===== src/rtl/lcd_pkg.sv =====
`default_nettype none
// ============================================================================
// Module   : lcd_pkg
// Brief    : Shared opcodes, state encodings and helpers for the LCD bus
//            sequencer and its write-strobe generator.
// Revision : 1.0 - initial release
// ============================================================================
package lcd_pkg;

    localparam int c_OPCODE_W  = 4;
    localparam int c_OPERAND_W = 12;

    localparam logic [c_OPCODE_W-1:0] c_OP_NOP   = 4'h0;
    localparam logic [c_OPCODE_W-1:0] c_OP_RESET = 4'h9;
    localparam logic [c_OPCODE_W-1:0] c_OP_DELAY = 4'hA;
    localparam logic [c_OPCODE_W-1:0] c_OP_BACK  = 4'hB;
    localparam logic [c_OPCODE_W-1:0] c_OP_CMD   = 4'hC;
    localparam logic [c_OPCODE_W-1:0] c_OP_DATA  = 4'hD;
    localparam logic [c_OPCODE_W-1:0] c_OP_HALT  = 4'hE;
    localparam logic [c_OPCODE_W-1:0] c_OP_FILL  = 4'hF;

    // Sequencer states
    typedef enum logic [3:0] {
        S_IDLE    = 4'd0,
        S_FETCH   = 4'd1,
        S_DECODE  = 4'd2,
        S_WR_LO   = 4'd3,
        S_WR_HI   = 4'd4,
        S_FB_WAIT = 4'd5,
        S_DELAY   = 4'd6,
        S_RST_LO  = 4'd7,
        S_HALT    = 4'd8
    } seq_state_t;

    // Write-strobe generator phases
    typedef enum logic [1:0] {
        STB_IDLE = 2'd0,
        STB_LOW  = 2'd1,
        STB_HIGH = 2'd2
    } stb_state_t;

    function automatic logic [c_OPCODE_W-1:0] opcode_of(input logic [15:0] instr);
        return instr[15:12];
    endfunction

    function automatic logic [c_OPERAND_W-1:0] operand_of(input logic [15:0] instr);
        return instr[11:0];
    endfunction

endpackage
`default_nettype wire


===== src/rtl/lcd_bus_sequencer_if.sv =====
`default_nettype none
// ============================================================================
// Module   : lcd_bus_sequencer_if
// Brief    : Control, microprogram ROM, framebuffer and 8080 LCD bus signals
//            of the LCD bus sequencer. master = sequencer side.
// Revision : 1.0 - initial release
// ============================================================================
interface lcd_bus_sequencer_if #(
    parameter int DATA_WIDTH   = 8,
    parameter int PC_WIDTH     = 9,
    parameter int FB_ADR_WIDTH = 16
);
    logic                    start;
    logic                    busy;
    logic                    done;
    logic [PC_WIDTH-1:0]     instr_adr;
    logic [15:0]             instr_data;
    logic [FB_ADR_WIDTH-1:0] fb_adr;
    logic [DATA_WIDTH-1:0]   fb_data;
    logic [DATA_WIDTH-1:0]   lcd_data;
    logic                    lcd_csx;
    logic                    lcd_dcx;
    logic                    lcd_wrx;
    logic                    lcd_rdx;
    logic                    lcd_resx;

    modport master (
        input  start, instr_data, fb_data,
        output busy, done, instr_adr, fb_adr, lcd_data,
               lcd_csx, lcd_dcx, lcd_wrx, lcd_rdx, lcd_resx
    );

    modport slave (
        output start, instr_data, fb_data,
        input  busy, done, instr_adr, fb_adr, lcd_data,
               lcd_csx, lcd_dcx, lcd_wrx, lcd_rdx, lcd_resx
    );
endinterface
`default_nettype wire


===== src/rtl/lcd_write_strobe.sv =====
`default_nettype none
// ============================================================================
// Module   : lcd_write_strobe
// Brief    : On a load pulse drives wrx low for WR_LOW cycles, then high for
//            WR_HIGH cycles; flags the last low cycle and the last high cycle.
// Revision : 1.0 - initial release
// ============================================================================
module lcd_write_strobe
    import lcd_pkg::*;
#(
    parameter int WR_LOW  = 1,
    parameter int WR_HIGH = 1
) (
    input  logic clock,
    input  logic reset,
    input  logic load,
    output logic wrx,
    output logic low_last,
    output logic ack,
    output logic busy
);
    localparam int          c_CNT_W     = 16;
    localparam logic [15:0] c_LOW_LAST  = 16'(WR_LOW - 1);
    localparam logic [15:0] c_HIGH_LAST = 16'(WR_HIGH - 1);

    stb_state_t         r_state;
    stb_state_t         w_state_nxt;
    logic [c_CNT_W-1:0] r_cnt;
    logic [c_CNT_W-1:0] w_cnt_nxt;

    // Phase and cycle-count registers; reset parks wrx high at once
    always_ff @(posedge clock or posedge reset) begin
        if (reset) begin
            r_state <= STB_IDLE;
            r_cnt   <= '0;
        end else begin
            r_state <= w_state_nxt;
            r_cnt   <= w_cnt_nxt;
        end
    end

    // Phase sequencing: idle -> low (WR_LOW) -> high (WR_HIGH) -> idle
    always_comb begin
        w_state_nxt = r_state;
        w_cnt_nxt   = r_cnt;
        case (r_state)
            STB_IDLE: begin
                if (load) begin
                    w_state_nxt = STB_LOW;
                    w_cnt_nxt   = c_LOW_LAST;
                end
            end
            STB_LOW: begin
                if (r_cnt == '0) begin
                    w_state_nxt = STB_HIGH;
                    w_cnt_nxt   = c_HIGH_LAST;
                end else begin
                    w_cnt_nxt   = r_cnt - 16'd1;
                end
            end
            STB_HIGH: begin
                if (r_cnt == '0) begin
                    w_state_nxt = STB_IDLE;
                end else begin
                    w_cnt_nxt   = r_cnt - 16'd1;
                end
            end
            default: begin
                w_state_nxt = STB_IDLE;
                w_cnt_nxt   = '0;
            end
        endcase
    end

    assign wrx      = (r_state != STB_LOW);
    assign low_last = (r_state == STB_LOW)  && (r_cnt == '0);
    assign ack      = (r_state == STB_HIGH) && (r_cnt == '0);
    assign busy     = (r_state != STB_IDLE);

endmodule
`default_nettype wire


===== src/rtl/lcd_bus_sequencer.sv =====
`default_nettype none
// ============================================================================
// Module   : lcd_bus_sequencer
// Brief    : Microprogrammed 8080-style LCD bus sequencer. Fetches 16-bit
//            instructions from a synchronous ROM and issues command/data
//            writes, framebuffer fills, delays and panel reset pulses.
// Revision : 1.0 - initial release
// ============================================================================
module lcd_bus_sequencer
    import lcd_pkg::*;
#(
    parameter int DATA_WIDTH   = 8,
    parameter int PC_WIDTH     = 9,
    parameter int FB_ADR_WIDTH = 16,
    parameter int WR_LOW       = 1,
    parameter int WR_HIGH      = 1
) (
    input  logic                 clock,
    input  logic                 reset,
    lcd_bus_sequencer_if.master  bus
);
    localparam logic [PC_WIDTH-1:0]     c_PC_ONE = PC_WIDTH'(1);
    localparam logic [FB_ADR_WIDTH-1:0] c_FB_ONE = FB_ADR_WIDTH'(1);
    localparam logic [c_OPERAND_W-1:0]  c_N_ONE  = c_OPERAND_W'(1);

    seq_state_t              r_state,    w_state_nxt;
    logic [PC_WIDTH-1:0]     r_pc,       w_pc_nxt;
    logic [FB_ADR_WIDTH-1:0] r_fb_adr,   w_fb_adr_nxt;
    logic [c_OPERAND_W-1:0]  r_cnt,      w_cnt_nxt;
    logic [DATA_WIDTH-1:0]   r_lcd_data, w_lcd_data_nxt;
    logic                    r_dcx,      w_dcx_nxt;
    logic                    r_fill,     w_fill_nxt;

    logic                    w_load;
    logic                    w_stb_wrx;
    logic                    w_stb_low_last;
    logic                    w_stb_ack;
    logic                    w_stb_busy;
    logic [c_OPCODE_W-1:0]   w_opcode;
    logic [c_OPERAND_W-1:0]  w_operand;
    logic                    w_busy;

    assign w_opcode  = opcode_of(bus.instr_data);
    assign w_operand = operand_of(bus.instr_data);

    lcd_write_strobe #(
        .WR_LOW  (WR_LOW),
        .WR_HIGH (WR_HIGH)
    ) u_strobe (
        .clock    (clock),
        .reset    (reset),
        .load     (w_load),
        .wrx      (w_stb_wrx),
        .low_last (w_stb_low_last),
        .ack      (w_stb_ack),
        .busy     (w_stb_busy)
    );

    // Sequencer state and datapath registers; reset aborts any transaction
    always_ff @(posedge clock or posedge reset) begin
        if (reset) begin
            r_state    <= S_IDLE;
            r_pc       <= '0;
            r_fb_adr   <= '0;
            r_cnt      <= '0;
            r_lcd_data <= '0;
            r_dcx      <= 1'b1;
            r_fill     <= 1'b0;
        end else begin
            r_state    <= w_state_nxt;
            r_pc       <= w_pc_nxt;
            r_fb_adr   <= w_fb_adr_nxt;
            r_cnt      <= w_cnt_nxt;
            r_lcd_data <= w_lcd_data_nxt;
            r_dcx      <= w_dcx_nxt;
            r_fill     <= w_fill_nxt;
        end
    end

    // Next-state: instruction decode and per-state sequencing
    always_comb begin
        w_state_nxt    = r_state;
        w_pc_nxt       = r_pc;
        w_fb_adr_nxt   = r_fb_adr;
        w_cnt_nxt      = r_cnt;
        w_lcd_data_nxt = r_lcd_data;
        w_dcx_nxt      = r_dcx;
        w_fill_nxt     = r_fill;
        w_load         = 1'b0;
        case (r_state)
            S_IDLE: begin
                if (bus.start) begin
                    w_pc_nxt    = '0;
                    w_state_nxt = S_FETCH;
                end
            end
            S_FETCH: begin
                w_state_nxt = S_DECODE;
            end
            S_DECODE: begin
                w_pc_nxt    = r_pc + c_PC_ONE;
                w_state_nxt = S_FETCH;
                case (w_opcode)
                    c_OP_CMD, c_OP_DATA: begin
                        // Hold in DECODE until the strobe has retired its last write
                        if (w_stb_busy) begin
                            w_pc_nxt    = r_pc;
                            w_state_nxt = S_DECODE;
                        end else begin
                            w_pc_nxt       = r_pc;
                            w_lcd_data_nxt = DATA_WIDTH'(bus.instr_data[7:0]);
                            w_dcx_nxt      = (w_opcode == c_OP_DATA);
                            w_fill_nxt     = 1'b0;
                            w_load         = 1'b1;
                            w_state_nxt    = S_WR_LO;
                        end
                    end
                    c_OP_FILL: begin
                        w_fb_adr_nxt = '0;
                        if (w_operand != '0) begin
                            w_pc_nxt    = r_pc;
                            w_cnt_nxt   = w_operand;
                            w_fill_nxt  = 1'b1;
                            w_state_nxt = S_FB_WAIT;
                        end
                    end
                    c_OP_DELAY: begin
                        if (w_operand != '0) begin
                            w_pc_nxt    = r_pc;
                            w_cnt_nxt   = w_operand;
                            w_state_nxt = S_DELAY;
                        end
                    end
                    c_OP_RESET: begin
                        if (w_operand != '0) begin
                            w_pc_nxt    = r_pc;
                            w_cnt_nxt   = w_operand;
                            w_state_nxt = S_RST_LO;
                        end
                    end
                    c_OP_BACK: begin
                        w_pc_nxt = r_pc - PC_WIDTH'(w_operand);
                    end
                    c_OP_HALT: begin
                        w_pc_nxt    = r_pc;
                        w_state_nxt = S_HALT;
                    end
                    default: begin
                        w_pc_nxt = r_pc + c_PC_ONE;
                    end
                endcase
            end
            S_FB_WAIT: begin
                // fb_data now reflects the address presented last cycle
                if (!w_stb_busy) begin
                    w_lcd_data_nxt = bus.fb_data;
                    w_dcx_nxt      = 1'b1;
                    w_load         = 1'b1;
                    w_state_nxt    = S_WR_LO;
                end
            end
            S_WR_LO: begin
                if (w_stb_low_last) begin
                    w_state_nxt = S_WR_HI;
                    // Advance early so the next word is read during WR_HI
                    if (r_fill) begin
                        w_fb_adr_nxt = r_fb_adr + c_FB_ONE;
                    end
                end
            end
            S_WR_HI: begin
                if (w_stb_ack) begin
                    if (r_fill && (r_cnt != c_N_ONE)) begin
                        w_cnt_nxt   = r_cnt - c_N_ONE;
                        w_state_nxt = S_FB_WAIT;
                    end else begin
                        w_fill_nxt  = 1'b0;
                        w_pc_nxt    = r_pc + c_PC_ONE;
                        w_state_nxt = S_FETCH;
                    end
                end
            end
            S_DELAY, S_RST_LO: begin
                if (r_cnt == c_N_ONE) begin
                    w_pc_nxt    = r_pc + c_PC_ONE;
                    w_state_nxt = S_FETCH;
                end else begin
                    w_cnt_nxt   = r_cnt - c_N_ONE;
                end
            end
            S_HALT: begin
                w_state_nxt = S_IDLE;
            end
            default: begin
                w_state_nxt = S_IDLE;
            end
        endcase
    end

    assign w_busy       = (r_state != S_IDLE) && (r_state != S_HALT);
    assign bus.busy     = w_busy;
    assign bus.done     = (r_state == S_HALT);
    assign bus.instr_adr = r_pc;
    // Address 0 is presented while a FILL decodes so the first word is ready in FB_WAIT
    assign bus.fb_adr   = ((r_state == S_DECODE) && (w_opcode == c_OP_FILL)) ? '0 : r_fb_adr;
    assign bus.lcd_data = r_lcd_data;
    assign bus.lcd_csx  = ~w_busy;
    assign bus.lcd_dcx  = r_dcx;
    assign bus.lcd_wrx  = w_stb_wrx;
    assign bus.lcd_rdx  = 1'b1;
    assign bus.lcd_resx = (r_state != S_RST_LO);

endmodule
`default_nettype wire


===== src/flat_wrapper.sv =====
// flat-port wrapper written by rule: the top's interface ports become plain ports
module lcd_bus_sequencer_flat import lcd_pkg::*;
#(
    parameter int DATA_WIDTH   = 8,
    parameter int PC_WIDTH     = 9,
    parameter int FB_ADR_WIDTH = 16,
    parameter int WR_LOW       = 1,
    parameter int WR_HIGH      = 1
)
  (clock, reset, bus_start, bus_instr_data, bus_fb_data, bus_busy, bus_done, bus_instr_adr, bus_fb_adr, bus_lcd_data, bus_lcd_csx, bus_lcd_dcx, bus_lcd_wrx, bus_lcd_rdx, bus_lcd_resx);
  lcd_bus_sequencer_if #(.DATA_WIDTH(DATA_WIDTH), .PC_WIDTH(PC_WIDTH), .FB_ADR_WIDTH(FB_ADR_WIDTH)) bus_i ();
  input  logic clock;
  input  logic reset;
  input wire logic [$bits(bus_i.start)-1:0] bus_start;
  input wire logic [$bits(bus_i.instr_data)-1:0] bus_instr_data;
  input wire logic [$bits(bus_i.fb_data)-1:0] bus_fb_data;
  output wire logic [$bits(bus_i.busy)-1:0] bus_busy;
  output wire logic [$bits(bus_i.done)-1:0] bus_done;
  output wire logic [$bits(bus_i.instr_adr)-1:0] bus_instr_adr;
  output wire logic [$bits(bus_i.fb_adr)-1:0] bus_fb_adr;
  output wire logic [$bits(bus_i.lcd_data)-1:0] bus_lcd_data;
  output wire logic [$bits(bus_i.lcd_csx)-1:0] bus_lcd_csx;
  output wire logic [$bits(bus_i.lcd_dcx)-1:0] bus_lcd_dcx;
  output wire logic [$bits(bus_i.lcd_wrx)-1:0] bus_lcd_wrx;
  output wire logic [$bits(bus_i.lcd_rdx)-1:0] bus_lcd_rdx;
  output wire logic [$bits(bus_i.lcd_resx)-1:0] bus_lcd_resx;
  assign bus_i.start = bus_start;
  assign bus_i.instr_data = bus_instr_data;
  assign bus_i.fb_data = bus_fb_data;
  assign bus_busy = bus_i.busy;
  assign bus_done = bus_i.done;
  assign bus_instr_adr = bus_i.instr_adr;
  assign bus_fb_adr = bus_i.fb_adr;
  assign bus_lcd_data = bus_i.lcd_data;
  assign bus_lcd_csx = bus_i.lcd_csx;
  assign bus_lcd_dcx = bus_i.lcd_dcx;
  assign bus_lcd_wrx = bus_i.lcd_wrx;
  assign bus_lcd_rdx = bus_i.lcd_rdx;
  assign bus_lcd_resx = bus_i.lcd_resx;
  lcd_bus_sequencer #(.DATA_WIDTH(DATA_WIDTH), .PC_WIDTH(PC_WIDTH), .FB_ADR_WIDTH(FB_ADR_WIDTH), .WR_LOW(WR_LOW), .WR_HIGH(WR_HIGH)) u_core (.clock(clock), .reset(reset), .bus(bus_i));
endmodule

===== config.mk =====
export PLATFORM = sky130hd
export DESIGN_NAME = lcd_bus_sequencer_flat
export DESIGN_NICKNAME = d
export VERILOG_FILES = /design/src/rtl/lcd_pkg.sv /design/src/rtl/lcd_bus_sequencer_if.sv /design/src/rtl/lcd_write_strobe.sv /design/src/rtl/lcd_bus_sequencer.sv /design/src/flat_wrapper.sv
export SDC_FILE = /design/constraint.sdc
export NUM_CORES = 1
export LEC_CHECK = 0
export ABC_AREA = 1
export CAP_MARGIN = 30
export CORE_UTILIZATION = 55
export CTS_CLUSTER_SIZE = 12
export DETAILED_ROUTE_END_ITERATION = 8
export HOLD_SLACK_MARGIN = 0.1
export MAX_ROUTING_LAYER = met4
export PLACE_DENSITY = 0.92
export SETUP_SLACK_MARGIN = 0.4
export SYNTH_ARGS = -nofsm -noshare
export SYNTH_HDL_FRONTEND = slang
export SYNTH_SLANG_ARGS = --single-unit
export TNS_END_PERCENT = 50

===== constraint.sdc =====
create_clock -name clock -period 4.5 [get_ports clock]
set_input_delay 1.125 -clock clock [delete_from_list [all_inputs] [get_ports clock]]
set_output_delay 1.125 -clock clock [all_outputs]
set_load 0.02 [all_outputs]

-- After elaboration in Yosys (flattened, before gate mapping)
Index checks and enable logic that the tools add are counted.
- output and inout port bits: 40
- register bits: 69
- word-level logic and storage cells: 143
- input port bits: 27
- reductions and logical operators: 28
- multiplexer cells: 55
- equal/unequal tests: 45
- bitwise operators: 1
- $add $sub $neg: 5
- operators by type and width (cell ; number):
    two-way mux 16 bit ; 7
    two-way mux 12 bit ; 5
    case mux 16 bit (3 select lines) ; 1
    two-way mux 9 bit ; 5
    case mux 12 bit (3 select lines) ; 1
    case mux 9 bit (4 select lines) ; 1
    == test 4 bit, second input constant ; 8
    case mux 16 bit (2 select lines) ; 1
    inequality test 2 bit, second input constant ; 14
    case mux 4 bit (7 select lines) ; 1
    case mux 9 bit (3 select lines) ; 1
    two-way mux 8 bit ; 3
    two-way mux 4 bit ; 5
    case mux 4 bit (5 select lines) ; 1
    adder 16 x 1 -> 16 bit, second input constant ; 1
    == test 4 x 3 -> 1 bit, second input constant ; 4
    logical NOT 16 bit ; 1
    case mux 8 bit (2 select lines) ; 1
    subtractor 16 x 1 -> 16 bit, second input constant ; 1
    == test 12 x 1 -> 1 bit, second input constant ; 1
    two-way mux 3 bit ; 4
    inequality test 12 x 1 -> 1 bit, second input constant ; 1
    inequality test 2 x 1 -> 1 bit, second input constant ; 6
    AND reduction 6 bit ; 2
    other kinds (30) ; 58

-- Longest topological paths before layout
Gate-level depths: netlist of run 1.
- depth after elaboration: 6
- depth in mapped cells: 14
- depth with buffers taken out: 14

-- Cells and area by module
From an unflattened synthesis of run 1, not the netlist that was laid out.
- cell total of the unflattened synthesis: 833
- area, all modules: 5459.0 µm²
- modules (own cells, without submodules) (module ; cells an instance ; times used ; area each (µm²) ; sequential area each (µm²)):
    lcd_bus_sequencer ; 629 ; 1 ; 4116.4 ; 1277.5
    lcd_write_strobe ; 204 ; 1 ; 1342.5 ; 450.4

-- Worst setup path before layout of run 1
Ideal clock, no wire load.
- kind: input to output
- start: input port bus_instr_data[15]
- end: output port bus_fb_adr[10]
- setup slack: 1.361 ns
- arrival time: 2.014 ns
- buffers on the path: 1
- data required time: 3.375 ns
- cell stages on the path: 6
- cell sequence: nand2_1 nor2_1 nand2_1 inv_1 clkbuf_1 nor2_1
- longest elaborated chain between the ends: 3
- ends and longest elaborated chain (what ; RTL line ; RTL):
    start: declaration ; flat_wrapper.sv:15 ; input wire logic [$bits(bus_i.instr_data)-1:0] bus_instr_data;
    == test 4 bit ; lcd_bus_sequencer.sv:205 ; assign bus.fb_adr = ((r_state == S_DECODE) && (w_opcode == c_OP_FILL)) ? '0 : r_fb_adr;
    logical AND 1 bit ; lcd_bus_sequencer.sv:205 ;
    two-way mux 16 bit ; lcd_bus_sequencer.sv:205 ;
    end: declaration ; flat_wrapper.sv:20 ; output wire logic [$bits(bus_i.fb_adr)-1:0] bus_fb_adr;
No other way between the ends.

-- Worst setup path in the final report of run 1
- start: input port bus_instr_data[12]
- end: output port bus_fb_adr[12]
The elaborated chain is that of the path after synthesis.

==> flow_results.xml, run 1 <==
<?xml version="1.0" encoding="UTF-8"?>
<metrics>
  <group name="floorplanning">
    <metric name="dieArea" unit="µm²">9620</metric>
    <metric name="floorplan.core_area" unit="µm²">8850</metric>
    <metric name="io_pins" unit="">67</metric>
    <metric name="die_width" unit="µm">98.1</metric>
    <metric name="initial_core_util" unit="%">57.4</metric>
    <metric name="floorplan.rows" unit="">34</metric>
    <metric name="die_y" unit="µm">98.1</metric>
  </group>
  <group name="timing">
    <metric name="min_period" unit="ns">4.08</metric>
    <metric name="grt_setup_unrepaired" unit="">true</metric>
    <metric name="setup_violators_final" unit="">0</metric>
    <metric name="hold_violations" unit="">0</metric>
    <metric name="tightest_slew" unit="ns">0.893</metric>
    <metric name="relSlewSlack" unit="%">40.5</metric>
    <metric name="final.setup_skew" unit="ns">0.00790</metric>
    <metric name="fmax" unit="MHz">245</metric>
    <metric name="post-route-period-util" unit="%">90.7</metric>
    <metric name="number_of_max_slew_violations_in_the_final_report" unit="">0</metric>
    <metric name="total_negative_setup_slacks" unit="ns">0</metric>
  </group>
  <group name="synthesis">
    <metric name="ys_async_sr_fraction" unit="%">100</metric>
    <metric name="synthesis.instances" unit="">768</metric>
    <metric name="synthesis.area" unit="µm²">5080</metric>
    <metric name="synth-edff-count" unit="">0</metric>
    <metric name="synth.distinct_cells" unit="">39</metric>
    <metric name="synth_sequential_area_ratio" unit="%">34.0</metric>
    <metric name="ys_ff_latch" unit="">69</metric>
    <metric name="syn-num-nets" unit="">812</metric>
    <metric name="synth_area_per_cell" unit="µm²">6.61</metric>
    <metric name="synth_top_flop_cell" unit="">sky130_fd_sc_hd__dfrtp_1</metric>
    <metric name="synth.yosys.warnings" unit="">0</metric>
  </group>
  <group name="critical_path">
    <metric name="cp.arrival" unit="ns">2.96</metric>
    <metric name="worstRegToRegCells" unit="">10</metric>
    <metric name="critical_path.startpoint_type" unit="">input port</metric>
    <metric name="timing.setup.critical_path_class" unit="">in -&gt; out</metric>
    <metric name="critical_path.endpoint_type" unit="">output port</metric>
    <metric name="worst-endpoint-required" unit="ns">3.38</metric>
    <metric name="crit_fanout" unit="">16</metric>
  </group>
  <group name="clock_network">
    <metric name="clock_latency_of_the_later_clocked_register_in_the_worst_skew_pair" unit="ns">0.36</metric>
    <metric name="worst_setup_hold_path_clk_slew" unit="ns">0.07</metric>
    <metric name="clock_buffer_count_from_cts" unit="">9</metric>
    <metric name="cts_sink_count" unit="">69</metric>
    <metric name="ctsHoldBuffers" unit="">0</metric>
    <metric name="htreeDepth" unit="">3</metric>
    <metric name="cts_max_path_buffers" unit="">2</metric>
    <metric name="tritoncts" unit="">yes</metric>
    <metric name="cts-resized-gates" unit="">0</metric>
    <metric name="clock_tree_root_buffer_cell" unit="">sky130_fd_sc_hd__clkbuf_8</metric>
    <metric name="post_cts_buffers" unit="">0</metric>
  </group>
  <group name="finish">
    <metric name="final_net_count" unit="">877</metric>
    <metric name="n_antenna_cell" unit="">0</metric>
    <metric name="stdcell_count" unit="">946</metric>
    <metric name="final_standard_cell_area_without_fillers" unit="µm²">6060</metric>
    <metric name="final_layout_size_suffix_gt1_share" unit="%">5.25</metric>
    <metric name="n_fill_cell" unit="">732</metric>
    <metric name="areaGrowthSynthToFinish" unit="%">19.3</metric>
  </group>
  <group name="drt">
    <metric name="routedWlPerCell" unit="µm">13.4</metric>
    <metric name="detailed_router_s_first_iteration_violation_count" unit="">496</metric>
    <metric name="post-route-drc-count" unit="">3</metric>
    <metric name="detailedRoute.firstPassIterationCount" unit="">7</metric>
    <metric name="wl" unit="µm">12600</metric>
    <metric name="remaining_antenna_violation_count_after_routing" unit="">0</metric>
    <metric name="vias" unit="">5152</metric>
    <metric name="route.detailed.vias_per_inst" unit="">5.45</metric>
  </group>
  <group name="place">
    <metric name="post_dp_cell_area" unit="µm²">5810</metric>
    <metric name="place.gp.congestion" unit="">0.926</metric>
    <metric name="dp_hpwl" unit="µm">9070</metric>
    <metric name="buffer_ports.inserted" unit="">65</metric>
    <metric name="dpl.cell_count" unit="">930</metric>
  </group>
  <group name="power">
    <metric name="power.leakage" unit="nW">3.08</metric>
    <metric name="power.density_cell_area" unit="nW/µm²">534</metric>
    <metric name="power.ir.vdd_worst" unit="µV">473</metric>
  </group>
  <group name="global_routing">
    <metric name="antenna_found_initial" unit="">0</metric>
    <metric name="grt_max_degree" unit="">39</metric>
    <metric name="gr-usage-all-layers" unit="%">28.2</metric>
    <metric name="first_global_vias" unit="">4614</metric>
    <metric name="wire_length_of_the_first_global_routing_pass" unit="µm">21300</metric>
    <metric name="grt_overflow" unit="">0</metric>
  </group>
  <group name="run_status">
    <metric name="outcome" unit="">complete, but fails checks</metric>
    <metric name="failed_checks" unit="">design-rule violations</metric>
  </group>
  <group name="min_path">
    <metric name="class_of_the_tightest_hold_or_removal_check" unit="">reg -&gt; reg</metric>
    <metric name="min_delay_path_depth" unit="">2</metric>
  </group>
  <group name="flow_run">
    <metric name="timing.max_cap.violations" unit="">0</metric>
  </group>
</metrics>
layout make-up:
type	instances	area, µm²	share of cell area, %
clock inverters	4	70.1	1.16
inverters	99	372	6.13
multi-input cells	584	2890	47.7
flip-flops and latches	69	1730	28.5
repair buffers	70	708	11.7
well taps	108	135	2.23
clock buffers	12	155	2.56
worst max-delay path, stage by stage:
cell and delay (ns):
sky130_fd_sc_hd__clkdlybuf4s50_1 0.55, sky130_fd_sc_hd__nand2_1 0.13, sky130_fd_sc_hd__nor2_2 0.19, sky130_fd_sc_hd__nand2_1 0.09, sky130_fd_sc_hd__inv_1 0.06, sky130_fd_sc_hd__buf_4 0.20
sky130_fd_sc_hd__nor2_1 0.06, sky130_fd_sc_hd__clkdlybuf4s50_1 0.54
sequential cells by signal (all words and copies together) (netlist names):
register,count
u_core.bus.lcd_dcx,1
u_core.bus.instr_adr,9
u_core.r_cnt,12
u_core.u_strobe.r_cnt,16
u_core.r_fb_adr,16
u_core.r_state,4
u_core.bus.lcd_data,8
u_core.r_fill,1
u_core.u_strobe.r_state,2
layer usage:
metal  routed length [µm]  vias up  GRT usage [%]
li1                     -     2588              -
met1                 5680     2350           37.6
met2                 5870      191           43.4
met3                  886       23           3.94
met4                  196        0           11.3
met5                    0        -              -
report_power, final:
part	internal, W	leakage [nW]	switching [W]
logic	0.000578	2.06	0.00109
clock network	0.000341	0.116	0.000246
registers	0.000807	0.905	0.000169
total	0.00173	3.08	0.00151
logic make-up (layout without fill, tap and decap cells):
family | after synthesis | after routing | share of synthesized area [%]
xor+xnor | 30 | 30 | 5.17
buf+inv | 115 | 185 | 9.14
compound gates | 78 | 78 | 8.77
other cells | 1 | 1 | 0.0738
flops | 69 | 69 | 34.0
simple gates | 458 | 458 | 38.5
fa+ha+maj | 17 | 17 | 4.33
metrics by stage:
step / power [W] / setup slack [ns] / util (%) / hold slack (ns)
global placement: 0.00258 / 0.476 / 65.7 / 0.459
detailed placement: 0.00263 / 0.431 / 65.7 / 0.467
CTS: 0.00322 / 0.430 / 68.2 / 0.485
finish: 0.00324 / 0.417 / 68.5 / 0.481
floorplan: 0.00219 / 1.36 / - / 0.442
global route: 0.00351 / 0.315 / 68.5 / 0.526
Yosys cell counts (2+ instances only):
cell type / count / area (µm²)
sky130_fd_sc_hd__ha_1: 16 / 200
sky130_fd_sc_hd__xor2_1: 22 / 193
sky130_fd_sc_hd__buf_2: 5 / 25.0
sky130_fd_sc_hd__nand2_1: 221 / 830
sky130_fd_sc_hd__o21ai_0: 38 / 190
sky130_fd_sc_hd__buf_4: 3 / 22.5
sky130_fd_sc_hd__a22oi_1: 2 / 15.0
sky130_fd_sc_hd__nand4_1: 10 / 62.6
sky130_fd_sc_hd__nand3_1: 86 / 430
sky130_fd_sc_hd__a31oi_1: 10 / 62.6
sky130_fd_sc_hd__nor2_2: 4 / 25.0
sky130_fd_sc_hd__inv_1: 91 / 342
sky130_fd_sc_hd__a21oi_1: 17 / 85.1
sky130_fd_sc_hd__nand3b_1: 4 / 30.0
sky130_fd_sc_hd__nand2_4: 2 / 22.5
sky130_fd_sc_hd__clkbuf_1: 5 / 18.8
sky130_fd_sc_hd__nor2_4: 2 / 22.5
sky130_fd_sc_hd__nor2_1: 107 / 402
sky130_fd_sc_hd__inv_2: 8 / 30.0
sky130_fd_sc_hd__xnor2_1: 8 / 70.1
sky130_fd_sc_hd__nor3_1: 17 / 85.1
sky130_fd_sc_hd__buf_6: 2 / 22.5
sky130_fd_sc_hd__dfrtp_1: 68 / 1700
sky130_fd_sc_hd__o22ai_1: 5 / 31.3
path summary, 6_finish.rpt:
path                       slack, ns                 endpoint                      from
max                             0.42           bus_fb_adr[12]        bus_instr_data[12]
min                             0.48          u_core.r_cnt[8]           u_core.r_cnt[8]
max reg2reg                     1.89  u_core.bus.instr_adr[5]  u_core.u_strobe.r_cnt[0]
min reg2reg                     0.48          u_core.r_cnt[8]           u_core.r_cnt[8]
max in group asynchronous       2.47       u_core.bus.lcd_dcx                     reset
min in group asynchronous       1.23      u_core.r_fb_adr[14]                     reset
layout by cell type, fill, tap and decap left out, drive strengths merged, types with 10 or more instances in the layout:
master         netlist  routed
nand2              224     224
nor2               113     113
inv                 99      99
nand3               87      87
dfrtp               68      68
clkdlybuf4s50        0      57
o21ai               38      38
xor2                22      22
nor3                18      18
a21oi               18      18
ha                  16      16
clkbuf               5      12
nand4               10      10
a31oi               10      10
No activity file was read; power rests on OpenSTA's default activity.
==> run 2: changes to the inputs <==
--- a/config.mk
+++ b/config.mk
@@ -7,12 +7,12 @@
 export LEC_CHECK = 0
 export ABC_AREA = 1
 export CAP_MARGIN = 30
-export CORE_UTILIZATION = 55
+export CORE_UTILIZATION = 35
 export CTS_CLUSTER_SIZE = 12
 export DETAILED_ROUTE_END_ITERATION = 8
 export HOLD_SLACK_MARGIN = 0.1
 export MAX_ROUTING_LAYER = met4
-export PLACE_DENSITY = 0.92
+export PLACE_DENSITY = 0.67
 export SETUP_SLACK_MARGIN = 0.4
 export SYNTH_ARGS = -nofsm -noshare
 export SYNTH_HDL_FRONTEND = slang
==> constraint.sdc (replaced) <==
create_clock -name clock -period 4.66 [get_ports clock]
set_input_delay 1.165 -clock clock [delete_from_list [all_inputs] [get_ports clock]]
set_output_delay 1.165 -clock clock [all_outputs]
set_load 0.02 [all_outputs]
==> flow_results.xml, run 2 (synthesis results as in run 1) <==
<?xml version="1.0" encoding="UTF-8"?>
<metrics>
  <group name="run_status">
    <metric name="outcome" unit="">completed</metric>
  </group>
  <group name="clock_network">
    <metric name="htreeDepth" unit="">3</metric>
    <metric name="clock_latency_of_the_later_clocked_register_in_the_worst_skew_pair" unit="ns">0.34</metric>
    <metric name="clock_tree_root_buffer_cell" unit="">sky130_fd_sc_hd__clkbuf_16</metric>
    <metric name="clock_buffer_count_from_cts" unit="">9</metric>
    <metric name="cts_sink_count" unit="">69</metric>
    <metric name="cts_max_path_buffers" unit="">2</metric>
    <metric name="post_cts_buffers" unit="">0</metric>
    <metric name="ctsHoldBuffers" unit="">0</metric>
    <metric name="tritoncts" unit="">yes</metric>
    <metric name="cts-resized-gates" unit="">1</metric>
    <metric name="worst_setup_hold_path_clk_slew" unit="ns">0.06</metric>
  </group>
  <group name="critical_path">
    <metric name="cp.arrival" unit="ns">3.04</metric>
    <metric name="timing.setup.critical_path_class" unit="">in -&gt; out</metric>
    <metric name="crit_fanout" unit="">16</metric>
    <metric name="critical_path.n_buffers_inverters" unit="">4</metric>
    <metric name="path_delay_family" unit="">buffers and inverters</metric>
    <metric name="cp_max_delay_cell" unit="">sky130_fd_sc_hd__clkdlybuf4s50_1</metric>
    <metric name="timing.critical_path.slowest_cell_delay" unit="ns">0.55</metric>
    <metric name="critical_path.startpoint_type" unit="">input port</metric>
    <metric name="critical_path.endpoint_type" unit="">output port</metric>
    <metric name="cp_cell_sequence" unit="">clkdlybuf4s50_1 &gt; nand2_1 &gt; nor2_2 &gt; nand2_1 &gt; inv_1 &gt; buf_4 &gt; nor2_1 &gt; clkdlybuf4s50_1</metric>
    <metric name="reg2reg_slack" unit="ns">2.02</metric>
    <metric name="worst-endpoint-required" unit="ns">3.49</metric>
  </group>
  <group name="timing">
    <metric name="total_negative_setup_slacks" unit="ns">0</metric>
    <metric name="grt_setup_unrepaired" unit="">true</metric>
    <metric name="min_period" unit="ns">4.21</metric>
    <metric name="relSlewSlack" unit="%">39.2</metric>
    <metric name="final.setup_skew" unit="ns">0.00533</metric>
    <metric name="tightest_slew" unit="ns">0.912</metric>
    <metric name="post-route-period-util" unit="%">90.3</metric>
    <metric name="setup_ws" unit="ns">0.454</metric>
    <metric name="fin_worst_hold_slack" unit="ns">0.470</metric>
    <metric name="hold_violations" unit="">0</metric>
    <metric name="fmax" unit="MHz">238</metric>
    <metric name="number_of_max_slew_violations_in_the_final_report" unit="">0</metric>
    <metric name="setup_violators_final" unit="">0</metric>
  </group>
  <group name="drt">
    <metric name="remaining_antenna_violation_count_after_routing" unit="">0</metric>
    <metric name="detailed_router_s_first_iteration_violation_count" unit="">221</metric>
    <metric name="detailedRoute.firstPassIterationCount" unit="">5</metric>
    <metric name="route.detailed.vias_per_inst" unit="">4.98</metric>
    <metric name="vias" unit="">5066</metric>
    <metric name="wl" unit="µm">13300</metric>
    <metric name="post-route-drc-count" unit="">0</metric>
    <metric name="routedWlPerCell" unit="µm">13.1</metric>
  </group>
  <group name="place">
    <metric name="dpl.cell_count" unit="">1001</metric>
    <metric name="place.gp.congestion" unit="">0.856</metric>
    <metric name="dp_hpwl" unit="µm">9720</metric>
    <metric name="post_dp_cell_area" unit="µm²">5890</metric>
    <metric name="buffer_ports.inserted" unit="">65</metric>
    <metric name="preCtsSetupSlack" unit="ns">0.393</metric>
  </group>
  <group name="finish">
    <metric name="stdcell_count" unit="">1017</metric>
    <metric name="n_antenna_cell" unit="">0</metric>
    <metric name="n_fill_cell" unit="">1447</metric>
    <metric name="final_standard_cell_area_without_fillers" unit="µm²">6240</metric>
    <metric name="final_net_count" unit="">876</metric>
    <metric name="final_layout_size_suffix_gt1_share" unit="%">5.26</metric>
    <metric name="mostFrequentLayoutCells" unit="">sky130_fd_sc_hd__nand2_1 (221), sky130_fd_sc_hd__nor2_1 (106), sky130_fd_sc_hd__inv_1 (90)</metric>
    <metric name="layout.cells.most_common" unit="">sky130_fd_sc_hd__nand2_1</metric>
    <metric name="biggestRegsByFlops" unit="">u_core.r_fb_adr (16), u_core.u_strobe.r_cnt (16), u_core.r_cnt (12)</metric>
    <metric name="areaGrowthSynthToFinish" unit="%">22.8</metric>
  </group>
  <group name="global_routing">
    <metric name="first_global_vias" unit="">4630</metric>
    <metric name="grt_max_degree" unit="">70</metric>
    <metric name="grt_overflow" unit="">0</metric>
    <metric name="gr-usage-all-layers" unit="%">19.3</metric>
    <metric name="wire_length_of_the_first_global_routing_pass" unit="µm">22400</metric>
    <metric name="antenna_found_initial" unit="">0</metric>
  </group>
  <group name="floorplanning">
    <metric name="floorplan.rows" unit="">43</metric>
    <metric name="initial_core_util" unit="%">36.2</metric>
    <metric name="floorplan.core_area" unit="µm²">14000</metric>
    <metric name="die_y" unit="µm">122</metric>
    <metric name="dieArea" unit="µm²">15000</metric>
    <metric name="die_width" unit="µm">122</metric>
    <metric name="io_pins" unit="">67</metric>
  </group>
  <group name="min_path">
    <metric name="class_of_the_tightest_hold_or_removal_check" unit="">reg -&gt; reg</metric>
  </group>
  <group name="power">
    <metric name="power.ir.vdd_worst" unit="µV">203</metric>
    <metric name="power.density_cell_area" unit="nW/µm²">531</metric>
    <metric name="power.leakage" unit="nW">3.11</metric>
  </group>
  <group name="flow_run">
    <metric name="timing.max_cap.violations" unit="">0</metric>
  </group>
</metrics>
## run 2: changes by cell type in the layout (fill, tap and decap cells not counted), sizes merged
cell      before  now
clkinvlp       0    2
inv           99  100
buf            5    4
clkbuf        12    9
## run 2: metrics by stage
stage | utilization [%] | total power, W
after detailed placement | 42.0 | 0.00258
after global routing | 44.4 | 0.00360
after CTS | 44.3 | 0.00333
after global placement | 42.0 | 0.00256
after floorplan | - | 0.00211
final | 44.4 | 0.00331
## run 2: worst paths after layout
kind / startpoint / end / cells past startpoint
min: u_core.r_cnt[1] / u_core.r_cnt[1] / 2
min in group asynchronous: reset / u_core.r_fb_adr[9] / 3
max reg2reg: u_core.u_strobe.r_cnt[0] / u_core.bus.instr_adr[1] / 10
max in group asynchronous: reset / u_core.bus.instr_adr[3] / 3
min reg2reg: u_core.r_cnt[1] / u_core.r_cnt[1] / 2
max: bus_instr_data[12] / bus_fb_adr[7] / 8
## run 2: per-layer routing
layer / wire length, µm / track usage, %
met1: 6480 / 26.3
met2: 5820 / 29.0
met3: 770 / 3.58
met4: 218 / 5.95
met5: 0 / -
## run 2: tightest hold or removal path, stage by stage, from the launching register on
cell                      delay, ns
sky130_fd_sc_hd__dfrtp_1       0.34
sky130_fd_sc_hd__nand2_1       0.05
sky130_fd_sc_hd__nand2_1       0.05
## run 2: report_power, final
group | switching, W | leakage, nW | total, W | internal, W
registers | 0.000163 | 0.905 | 0.000944 | 0.000781
logic | 0.00106 | 2.06 | 0.00162 | 0.000559
clock network | 0.000276 | 0.152 | 0.000746 | 0.000470
total | 0.00150 | 3.11 | 0.00331 | 0.00181
## run 2: area by class of cell
class	instances	area, µm²	area share (%)
inverter	99	372	5.96
clock inverter	7	97.6	1.56
clock buffer	9	225	3.61
timing repair buffer	69	701	11.2
sequential	69	1730	27.7
tap	180	225	3.61
multi-input combinational	584	2890	46.3
==> RTL edit 1, RTL diff (settings of run 2) <==
`DATA_WIDTH` is set to 8 in 3 places; all go to 10.
--- a/src/rtl/lcd_bus_sequencer_if.sv
+++ b/src/rtl/lcd_bus_sequencer_if.sv
@@ -6,7 +6,7 @@
 // Revision : 1.0 - initial release
 // ============================================================================
 interface lcd_bus_sequencer_if #(
-    parameter int DATA_WIDTH   = 8,
+    parameter int DATA_WIDTH   = 10,
     parameter int PC_WIDTH     = 9,
     parameter int FB_ADR_WIDTH = 16
 );
--- a/src/rtl/lcd_bus_sequencer.sv
+++ b/src/rtl/lcd_bus_sequencer.sv
@@ -9,7 +9,7 @@
 module lcd_bus_sequencer
     import lcd_pkg::*;
 #(
-    parameter int DATA_WIDTH   = 8,
+    parameter int DATA_WIDTH   = 10,
     parameter int PC_WIDTH     = 9,
     parameter int FB_ADR_WIDTH = 16,
     parameter int WR_LOW       = 1,
--- a/src/flat_wrapper.sv
+++ b/src/flat_wrapper.sv
@@ -1,7 +1,7 @@
 // flat-port wrapper written by rule: the top's interface ports become plain ports
 module lcd_bus_sequencer_flat import lcd_pkg::*;
 #(
-    parameter int DATA_WIDTH   = 8,
+    parameter int DATA_WIDTH   = 10,
     parameter int PC_WIDTH     = 9,
     parameter int FB_ADR_WIDTH = 16,
     parameter int WR_LOW       = 1,
Ports: changed (resized bus_fb_data and bus_lcd_data); port bits go from 67 to 71. The function was not compared with the original's and may differ.
==> RTL edit 1 against run 2 <==
- non-clock buffer count up 2
- critical path depth unchanged
- power up 13%
- clock power up 1%
- worst setup slack better by 0.11 ns
- cell area up 6.7%
- sequential cell count up 2
- global-route usage down 0.19 points
- synthesized area up 7.9%
- clock skew up 0.00078 ns
- wire length up 7.1%
- synthesized cell count up 7.9%
- hold slack better by 0.033 ns
- largest cell class unchanged
==> RTL edit 1: results (changes against run 2) <==
Number of global-route vias before repair: 4,942 (was 4,630)
# diodes: 0 (unchanged)
First-pass GRT wire length: 24.1 mm (was 22.4 mm)
IO Port Bufs: 69 (was 65)
Clk_lat worst skew: 0.35 ns
Post-Syn Nets: 875 (was 812)
WL met1: 7.07 mm (was 6.48 mm)
Final Net Count: 939 (was 876)
Total GRT Usage: 19.1% (was 19.3%)
Worst slack, placed: 0.536 ns (was 0.393 ns)
Share of cells above drive strength 1: 7.68% (was 5.26%)
Yosys warns: 0 (unchanged)
Met3 WL: 678 µm (was 770 µm)
R2R Path Start: u_core.r_state[3] (was u_core.u_strobe.r_cnt[0])
Pin count of the biggest net entering global routing: 42 (was 70)
R2R depth: 8 (was 10)
Dpl hpwl: 10.7 mm (was 9.72 mm)
DRT Wirelength: 14.2 mm (was 13.3 mm)
Reg2Reg Capture Point: u_core.r_fb_adr[14] (was u_core.bus.instr_adr[1])
Worst Path Max Fanout: 20 (was 16)
Vias/cell: 4.79 (was 4.98)
Final worst slack: 0.564 ns (was 0.454 ns)
Metal2 WL: 6.29 mm (was 5.82 mm)
Hold slack: 0.504 ns (was 0.470 ns)
Worst Clk Skew: 0.00612 ns (was 0.00533 ns)
FF-to-FF setup slack: 2.00 ns (was 2.02 ns)
GPL Wtd Cong: 0.851 (was 0.856)
First-iteration detailed-routing DRC count: 411 (was 221)
Sw Ratio: 47.4% (was 45.3%)
IR drop worst, VDD: 0.266 mV (was 0.203 mV)
Outcome: finished clean (unchanged)
Worst rel slew slack: 33.7% (was 39.2%)
Fill count: 1,603 (was 1,447)
Seq/Total Area, Yosys: 32.4% (was 34.0%)
List of most frequent post-synthesis cells: nand2_1 (253), inv_1 (104), nor2_1 (94) (was nand2_1 (221), nor2_1 (107), inv_1 (91))
Synth area leaders: dfrtp_1 (32%), nand2_1 (17%), nand3_1 (7.1%), inv_1 (7.1%), nor2_1 (6.4%) (was dfrtp_1 (33%), nand2_1 (16%), nand3_1 (8.5%), nor2_1 (7.9%), inv_1 (6.7%))
Unique masters post-synth: 41 (was 39)
RTL edit 1: timing repair:
action                                  in CTS  in global routing
endpoints found under the setup margin       0                 16
setup buffers                                0                  0
gates resized for setup                      0                  1
RTL edit 1: cells by family (layout without fill, tap and decap cells):
family	count (synthesis)	after routing	synth area share, %
flip-flops	71	71	32.4
buffers and inverters	133	202	10.3
AO/OA/AOI/OAI	99	99	9.68
AND/OR/NAND/NOR	491	491	40.8
adder cells (fa/ha/maj)	17	17	4.02
XOR/XNOR	17	17	2.72
other	1	1	0.0684
RTL edit 1: area by class of cell:
class / count / area (µm²) / share of cell area, %
flip-flops and latches: 71 / 1780 / 26.7
well taps: 211 / 264 / 3.97
clock buffers: 10 / 229 / 3.44
repair buffers: 71 / 722 / 10.8
clock inverters: 6 / 85.1 / 1.28
multi-input cells: 625 / 3140 / 47.2
inverters: 115 / 437 / 6.56
RTL edit 1: per-layer routing:
layer	vias to the layer above	global-route usage [%]
li1	2768	-
met1	2395	25.7
met2	131	29.5
met3	14	3.89
met4	0	4.76
met5	-	-
RTL edit 1: worst max path at each step:
| stage | startpoint | to | slack (ns) | cells past startpoint |
|---|---|---|---|---|
| after floorplan | bus_instr_data[15] | bus_fb_adr[10] | 1.42 | 7 |
| after global placement | bus_instr_data[15] | bus_fb_adr[15] | 0.57 | 8 |
| after detailed placement | bus_instr_data[15] | bus_fb_adr[5] | 0.54 | 8 |
| after CTS | bus_instr_data[15] | bus_fb_adr[5] | 0.53 | 8 |
| after global routing | bus_instr_data[15] | bus_fb_adr[12] | 0.40 | 8 |
| final | bus_instr_data[15] | bus_fb_adr[5] | 0.56 | 8 |
RTL edit 1: stage by stage:
step	instance area [µm²]	instances	utilization, %
finish	6660	1109	43.6
global route	6660	1109	43.6
CTS	6650	1109	43.6
detailed placement	6340	1093	41.5
global placement	6340	1093	41.5
floorplan	5480	829	-
RTL edit 1: power groups by stage:
| stage | Combinational [mW] | Clock (mW) | Sequential [mW] |
|---|---|---|---|
| final | 1.99 | 0.754 | 1.00 |
| after global routing | 2.25 | 0.791 | 1.03 |
| after CTS | 1.99 | 0.767 | 1.00 |
| after detailed placement | 1.99 | 0 | 1.01 |
| after global placement | 1.96 | 0 | 1.01 |
| after floorplan | 1.45 | 0 | 1.04 |
RTL edit 1: worst max-delay path, cell delays in order:
cell             delay, ns
clkdlybuf4s50_1       0.47
nand2_1               0.09
inv_1                 0.13
nand2_1               0.11
nor2_1                0.14
buf_6                 0.22
nor2_1                0.07
clkdlybuf4s50_1       0.53
==> RTL edit 2, RTL diff (config.mk and constraints of run 2) <==
Made on the original files. Re-encode `seq_state_t` (9 states) as one-hot, 9 bits wide.
--- a/src/rtl/lcd_pkg.sv
+++ b/src/rtl/lcd_pkg.sv
@@ -20,16 +20,16 @@
     localparam logic [c_OPCODE_W-1:0] c_OP_FILL  = 4'hF;
 
     // Sequencer states
-    typedef enum logic [3:0] {
-        S_IDLE    = 4'd0,
-        S_FETCH   = 4'd1,
-        S_DECODE  = 4'd2,
-        S_WR_LO   = 4'd3,
-        S_WR_HI   = 4'd4,
-        S_FB_WAIT = 4'd5,
-        S_DELAY   = 4'd6,
-        S_RST_LO  = 4'd7,
-        S_HALT    = 4'd8
+    typedef enum logic [8:0] {
+        S_IDLE    = 9'b000000001,
+        S_FETCH   = 9'b000000010,
+        S_DECODE  = 9'b000000100,
+        S_WR_LO   = 9'b000001000,
+        S_WR_HI   = 9'b000010000,
+        S_FB_WAIT = 9'b000100000,
+        S_DELAY   = 9'b001000000,
+        S_RST_LO  = 9'b010000000,
+        S_HALT    = 9'b100000000
     } seq_state_t;
 
     // Write-strobe generator phases
Check against the original RTL: no difference found for any inputs over 4 cycles, from zero or initial values and one cycle with reset high; so few cycles prove little.
==> RTL edit 2 against run 2 <==
- sequential cell count increased by 5
- wire length up 15%
- power up 13%
- cell area is 12% higher
- first-iteration DRC count up 35%
- worst setup slack worse by 0.055 ns
- via count rose by 14%
- fmax is 1.3% lower
- global-route usage is 0.54 points lower
- clock skew rose by 0.0033 ns
- synthesized area grew 15%
- critical path depth rose by 2
- critical path type unchanged
==> RTL edit 2: results (changes against run 2) <==
WL/cell: 12.8 µm (was 13.1 µm)
Slowest Stage Delay on Critical Path: 0.52 ns (was 0.55 ns)
GPL Wtd Cong: 0.888 (was 0.856)
Static leakage: 3.72 nW (was 3.11 nW)
FF-to-FF setup slack: 2.18 ns (was 2.02 ns)
Metal2 WL: 7.40 mm (was 5.82 mm)
Area of the multi-input gates: 3370 µm² (was 2890 µm²)
Critical path launch point: bus_instr_data[15] (was bus_instr_data[12])
Dpl hpwl: 11.8 mm (was 9.72 mm)
Complex-gate fraction of the synthesized area: 7.07% (was 8.77%)
Area after DPL: 6670 µm² (was 5890 µm²)
Inst Count DP: 1,182 (was 1,001)
Met2 GRT Util: 31.4% (was 29.0%)
Crit path capture: bus_fb_adr[2] (was bus_fb_adr[7])
Met1 usage: 23.2% (was 26.3%)
Outcome: finished clean (unchanged)
Setup bufs post-CTS: 1 (was 0)
Share of cells above drive strength 1: 6.62% (was 5.26%)
Total GRT Usage: 18.8% (was 19.3%)
Syn_area_per_cell: 6.40 µm² (was 6.61 µm²)
Met3 WL: 612 µm (was 770 µm)
R2R Path Start: u_core.r_state[3] (was u_core.u_strobe.r_cnt[0])
First-pass GRT wire length: 25.6 mm (was 22.4 mm)
Arr. time, crit path: 3.10 ns (was 3.04 ns)
Synth Area in XOR/XNOR: 4.65% (was 5.17%)
Worst slack, placed: 0.310 ns (was 0.393 ns)
Seq/Total Area, Yosys: 31.7% (was 34.0%)
Final Net Count: 1,022 (was 876)
IR drop worst, VDD: 0.360 mV (was 0.203 mV)
WL met1: 7.13 mm (was 6.48 mm)
Fill count: 1,712 (was 1,447)
Worst Clk Skew: 0.00861 ns (was 0.00533 ns)
Reg2Reg Capture Point: u_core.r_state[5] (was u_core.bus.instr_adr[1])
Synth area leaders: dfrtp_1 (31%), nand2_1 (20%), inv_1 (8.2%), nand3_1 (8.1%), nor2_1 (6.3%) (was dfrtp_1 (33%), nand2_1 (16%), nand3_1 (8.5%), nor2_1 (7.9%), inv_1 (6.7%))
R2R depth: 9 (was 10)
Post-Syn Nets: 957 (was 812)
# resized after CTS: 9 (was 1)
Final worst slack: 0.399 ns (was 0.454 ns)
==> RTL edit 2: changes by cell type after synthesis, moves of 6 or more <==
cell / delta
inv_1: +37
o21ai_0: -7
nor2_1: -9
nor3_1: -7
inv_2: -6
o21ai_1: +13
nand3_1: +8
nand2_1: +92
==> RTL edit 2: how the worst min path moves through the flow <==
stage | from | end | cells after the start | slack [ns]
after floorplan | u_core.r_cnt[1] | u_core.r_cnt[1] | 2 | 0.46
after global placement | u_core.bus.lcd_dcx | u_core.bus.lcd_dcx | 2 | 0.49
after detailed placement | u_core.bus.lcd_dcx | u_core.bus.lcd_dcx | 2 | 0.49
after CTS | u_core.bus.lcd_dcx | u_core.bus.lcd_dcx | 2 | 0.50
after global routing | u_core.bus.lcd_dcx | u_core.bus.lcd_dcx | 2 | 0.53
final | u_core.bus.lcd_dcx | u_core.bus.lcd_dcx | 2 | 0.50
==> RTL edit 2: cell families (layout without fill, tap and decap cells) <==
family	after synthesis	count (layout)
xor+xnor	31	31
compound gates	75	75
simple gates	567	567
flops	74	74
buf+inv	148	217
other cells	1	1
fa+ha+maj	17	17
==> RTL edit 2: area by class of cell <==
| type | count | area share (%) |
|---|---|---|
| flip-flops and latches | 74 | 26.5 |
| clock buffers | 9 | 3.21 |
| multi-input cells | 691 | 48.1 |
| well taps | 216 | 3.86 |
| clock inverters | 6 | 1.32 |
| repair buffers | 69 | 9.73 |
| inverters | 133 | 7.30 |
==> RTL edit 2: report_power, final <==
part	total (mW)	internal (mW)	switching, mW
combinational	1.97	0.691	1.28
clock	0.747	0.467	0.280
sequential	1.02	0.837	0.188
==> RTL edit 2: tightest hold or removal path, cell delays in order (launching register included) <==
cell and delay (ns):
dfstp_2 0.37, nand2_1 0.05, o21ai_0 0.08
